`config.mk`:
```
export PLATFORM = sky130hd
export DESIGN_NAME = ysyx_24090013_ifu
export DESIGN_NICKNAME = d
export VERILOG_FILES = /design/src/rtl/ysyx_24090013_ifu.sv
export SDC_FILE = /design/constraint.sdc
export NUM_CORES = 1
export LEC_CHECK = 0
export ABC_AREA = 0
export CORE_MARGIN = 3
export CORE_UTILIZATION = 30
export CTS_CLUSTER_SIZE = 28
export DETAILED_ROUTE_END_ITERATION = 10
export DONT_BUFFER_PORTS = 1
export PLACE_DENSITY_LB_ADDON = 0.2
export SETUP_SLACK_MARGIN = 0.2
export SLEW_MARGIN = 10
export SYNTH_ARGS = -nofsm -noshare
export SYNTH_HDL_FRONTEND = slang
export SYNTH_SLANG_ARGS = --single-unit
```
`constraint.sdc`:
```
create_clock -name clk -period 5.74 [get_ports clk]
set_clock_uncertainty 0.2 [all_clocks]
set_input_delay 1.148 -clock clk [delete_from_list [all_inputs] [get_ports clk]]
set_output_delay 1.148 -clock clk [all_outputs]
set_load 0.02 [all_outputs]
```
`src/rtl/ysyx_24090013_ifu.sv`:
```
// Instruction fetch unit: owns the architectural PC, fetches one 32-bit
// instruction per transaction from instruction memory and hands the
// instruction/PC pair to decode. Next PC is pc+4 or the execute-stage jump
// target, chosen on the handover cycle. A bad response or a misaligned next
// PC parks the unit in a sticky FAULT state until reset.
module ysyx_24090013_ifu #(
  parameter logic [31:0] RESET_PC = 32'h8000_0000
) (
  input  logic        clk,
  input  logic        rst_n,
  output logic        ifu_mem_req_valid,
  input  logic        mem_ifu_req_ready,
  output logic [31:0] ifu_mem_req_addr,
  input  logic        mem_ifu_resp_valid,
  input  logic [31:0] mem_ifu_resp_data,
  input  logic        mem_ifu_resp_err,
  output logic        if_id_valid,
  input  logic        id_if_ready,
  output logic [31:0] if_id_inst,
  output logic [31:0] if_id_pc,
  input  logic        ex_if_jump_en,
  input  logic [31:0] ex_if_jump_pc,
  output logic        if_fault,
  output logic [31:0] if_fault_pc
);

  localparam logic [31:0] NOP_INST = 32'h0000_0013;

  typedef enum logic [2:0] {
    S_IDLE  = 3'd0,
    S_REQ   = 3'd1,
    S_WAIT  = 3'd2,
    S_OUT   = 3'd3,
    S_FAULT = 3'd4
  } state_t;

  state_t      r_state;
  state_t      w_state_nxt;
  logic [31:0] r_pc;
  logic [31:0] r_inst;
  logic [31:0] r_fault_pc;
  logic [31:0] w_pc_nxt;
  logic [31:0] w_inst_nxt;
  logic [31:0] w_fault_pc_nxt;
  logic [31:0] w_target;

  // Next-state and next-datapath selection; every register holds by default.
  always_comb begin
    w_state_nxt    = r_state;
    w_pc_nxt       = r_pc;
    w_inst_nxt     = r_inst;
    w_fault_pc_nxt = r_fault_pc;
    // Jump inputs only matter in OUT with ready high; elsewhere w_target is unused.
    w_target       = ex_if_jump_en ? ex_if_jump_pc : (r_pc + 32'd4);
    case (r_state)
      S_IDLE: begin
        w_state_nxt = S_REQ;
      end
      S_REQ: begin
        // A response arriving here (even alongside ready) is not ours: ignored.
        if (mem_ifu_req_ready) begin
          w_state_nxt = S_WAIT;
        end else begin
          w_state_nxt = S_REQ;
        end
      end
      S_WAIT: begin
        if (mem_ifu_resp_valid) begin
          if (mem_ifu_resp_err) begin
            w_fault_pc_nxt = r_pc;
            w_state_nxt    = S_FAULT;
          end else begin
            w_inst_nxt  = mem_ifu_resp_data;
            w_state_nxt = S_OUT;
          end
        end else begin
          w_state_nxt = S_WAIT;
        end
      end
      S_OUT: begin
        if (id_if_ready) begin
          // Misaligned target never reaches the memory bus.
          if (w_target[1:0] != 2'b00) begin
            w_fault_pc_nxt = w_target;
            w_state_nxt    = S_FAULT;
          end else begin
            w_pc_nxt    = w_target;
            w_state_nxt = S_REQ;
          end
        end else begin
          w_state_nxt = S_OUT;
        end
      end
      S_FAULT: begin
        w_state_nxt = S_FAULT;
      end
      default: begin
        w_state_nxt = S_IDLE;
      end
    endcase
  end

  // State and datapath registers with asynchronous reset to boot values.
  always_ff @(posedge clk or negedge rst_n) begin
    if (!rst_n) begin
      r_state    <= S_IDLE;
      r_pc       <= RESET_PC;
      r_inst     <= NOP_INST;
      r_fault_pc <= 32'h0000_0000;
    end else begin
      r_state    <= w_state_nxt;
      r_pc       <= w_pc_nxt;
      r_inst     <= w_inst_nxt;
      r_fault_pc <= w_fault_pc_nxt;
    end
  end

  // Outputs are decoded purely from registers: no input-to-output path.
  assign ifu_mem_req_valid = (r_state == S_REQ);
  assign ifu_mem_req_addr  = r_pc;
  assign if_id_valid       = (r_state == S_OUT);
  assign if_id_inst        = r_inst;
  assign if_id_pc          = r_pc;
  assign if_fault          = (r_state == S_FAULT);
  assign if_fault_pc       = r_fault_pc;

endmodule

```
==> key figures <==
Run status
  • Status: finished clean

Synth
  • EDFF count, synth: 0
  • Syn Inst Count: slightly above 600
  • Register area share after synthesis: 0.431
  • Asr flop ratio synth: 1.00
  • Yosys cell types: roughly 70
  • Leading area contributor after synthesis: dfrtp_1
  • Syn_nets: roughly 680
  • Synthesized flop and latch total: 99
  • Top-count cell post-synth: dfrtp_1
  • Synth top area cells: dfrtp_1 (41%), mux2_2 (6.8%), nand2_1 (4.4%), mux2i_1 (4.3%), buf_4 (4.3%)
  • Synth warn: 0
  • Post-synth top cells: dfrtp_1 (95), nand2_1 (67), nor2_1 (40), mux2_2 (35), buf_4 (33)
  • Mapped Area: around 5800 um^2
  • Avg Cell Area, Syn: roughly 9.4 um^2
  • Synth Flop Type: dfrtp_1
  • Yosys top cell area share: 0.413

Timing
  • Fin crit period: 3520 ps
  • Worst Tran Pin Value: ~1100 ps
  • Ratio of final minimum period to clock period: 0.614
  • Fmax: around 280 MHz
  • Setup TNS: 0 ps
  • RSZ-0062 raised after global routing: false
  • Slew HR: 0.246
  • Final Hold Viols: 0
  • Slew Viols, Final: 0
  • Final setup viols: 0
  • Hold_ws: around 280 ps

Pwr
  • Clock power frac: 0.206
  • Sw power: 1.41 mW
  • Power per cell area: a little over 500 nW/um^2
  • Gate power share: 0.249
  • Worst VDD drop: roughly 0.00022 V
  • Leakage: roughly 2.4 nW
  • Internal Power: around 1.6 mW
  • Reg power frac: 0.545
  • Switching Share: 0.469

Place
  • IO Port Bufs: 0
  • GP Congestion: roughly 0.86
  • Placed instance count: slightly below 800
  • Placed Area: between 5000 and 6000 um^2
  • HPWL after detailed placement: 13,300 um

Global routing
  • Overflow left after global routing: 0
  • Vias in the first global route: between 4k and 5k
  • Initial antenna violation count: 0
  • Largest net degree at the start of global routing: 100
  • Tot GR Track Use: 0.180
  • First-pass GRT wire length: 28,600 um

Layout
  • Layout fillers: ~1.9k
  • Layout cells sized above 1: 0.141
  • ANT cells: 0
  • Final instance area: slightly below 6000 um^2
  • Util after Layout: 0.318
  • Total area of sequential cells: 2480 um^2
  • Non-Filler Instances: roughly 790
  • Multi-input combinational cell area: ~2800 um^2
  • Final #Nets: 620
  • P&R area growth vs syn: 3.48%

Setup path
  • Setup crit start kind: flop
  • R2R Setup Slk: between 2000 and 2500 ps
  • Max stage delay on crit path: a little under 800 ps
  • Worst Setup End Kind: output pin
  • Critical path, cell by cell: clkinv_1, nor3_1
  • Slowest cell on crit path: nor3_1
  • Setup CP Type: reg -> out
  • CP delay by family, top: simple AND/OR/NAND/NOR gates
  • Crit path max fanout: 10
  • Worst path buffer plus inverter count: 1
  • CP arrival: between 2000 and 2500 ps
  • Crit path required time: 4390 ps

Floorplanning
  • DIE WIDTH: ~140 um
  • Die Ht: 145 um
  • # rows: 50
  • Placeable core area: roughly 19,000 um^2
  • Starting density of the core: 0.307
  • Die ar.: between 20,000 and 25,000 um^2
  • Io pins: between 200 and 250

Route
  • WL/cell: roughly 24 um
  • TritonRoute pass-1 iters: 4
  • DR iter-0 viols: about 320
  • Final WL: approximately 19,000 um
  • Remaining routing DRC violations: 0
  • Vias/cell: around 5.8
  • Total number of vias: approximately 4.6k
  • ANT nets after route: 0

Clock tree
  • Cts hold-fix bufs: 0
  • Sink Count: 99
  • Clk buf depth: 2
  • CTS tree: built
  • Depth of the CTS H-tree: 3
  • Clk_lat worst skew: approximately 360 ps
  • Post-CTS setup buffers: 0
  • Root buf cell: clkbuf_16
  • Cts repair resizes: 0
  • Cts bufs inserted: 9
  • Clock Pin Slew Worst Setup and Hold Paths: ~80 ps

Job
  • Max-Cap Viols: 0

Min path
  • Hold crit path type: in -> async
[power by group through the flow]
stage / sequential (mW) / clock [mW] / combinational, mW
6_report: 1.64 / 0.620 / 0.751
5_1_grt: 1.70 / 0.676 / 0.842
3_5_place_dp: 1.66 / 0 / 0.760
2_1_floorplan: 1.45 / 0 / 0.774
4_1_cts: 1.66 / 0.640 / 0.758
3_3_place_gp: 1.67 / 0 / 0.733
[metal layers]
layer / share of wire / vias up / routed length [um] / GRT usage
met2: 0.47 / 206 / 8750 / 0.283
met3: 0.11 / 17 / 2020 / 0.0794
met5: 0 / - / 0 / 0
met4: 0.016 / 0 / 304 / 0.0496
li1: - / 2093 / - / -
met1: 0.41 / 2234 / 7700 / 0.227
[flip-flops by register name, summed over array words and instances (netlist names)]
| signal | flops |
|---|---|
| r_state | 3 |
| if_id_inst | 32 |
| if_id_pc | 32 |
| if_fault_pc | 32 |
[layout by cell type, fill, tap and decap left out, types with 10 or more instances in the layout]
| master | n |
|---|---|
| a21oi_1 | 30 |
| a22oi_1 | 11 |
| and3_1 | 10 |
| dfrtp_1 | 95 |
| mux2_2 | 35 |
| mux2i_1 | 25 |
| nand2_1 | 67 |
| nand3_1 | 17 |
| nor2_1 | 39 |
| nor3_1 | 11 |
| o21ai_0 | 25 |
| o21ai_1 | 14 |
| o22ai_1 | 32 |
[stage by stage]
step | total power, mW | setup WS, ps
2_1_floorplan | 2.22 | 2880
3_3_place_gp | 2.40 | 2440
3_5_place_dp | 2.42 | 2400
4_1_cts | 3.05 | 2150
5_1_grt | 3.22 | 2020
6_report | 3.02 | 2220
[logic make-up (layout without fill, tap and decap cells)]
logic type / after synthesis / count (layout) / share of synthesized area
mux: 61 / 61 / 0.114
compound gates: 155 / 155 / 0.173
xor+xnor: 7 / 7 / 0.0106
simple gates: 202 / 202 / 0.186
fa+ha+maj: 1 / 1 / 0.00217
flops: 99 / 99 / 0.431
buf+inv: 87 / 28 / 0.0832
[worst paths after layout]
path | startpoint | end | depth (start not counted)
max | r_state[0]$_DFF_PN0_ | ifu_mem_req_valid | 2
min | rst_n | if_fault_pc[28]$_DFFE_PN0P_ | 0
max reg2reg | if_id_pc[5]$_DFFE_PN0P_ | if_fault_pc[31]$_DFFE_PN0P_ | 5
min reg2reg | r_state[2]$_DFF_PN0_ | r_state[1]$_DFF_PN0_ | 1
max in group asynchronous | rst_n | if_id_inst[0]$_DFFE_PN1P_ | 0
min in group clk | r_state[2]$_DFF_PN0_ | r_state[1]$_DFF_PN0_ | 1
[area by class of cell]
class,instances,share of cell area
tap,234,0.0491
sequential,99,0.416
inverter,6,0.00378
timing repair buffer,6,0.00756
multi-input combinational,426,0.474
clock inverter,7,0.0118
clock buffer,9,0.0378
Power figures use the tool's default switching activity.
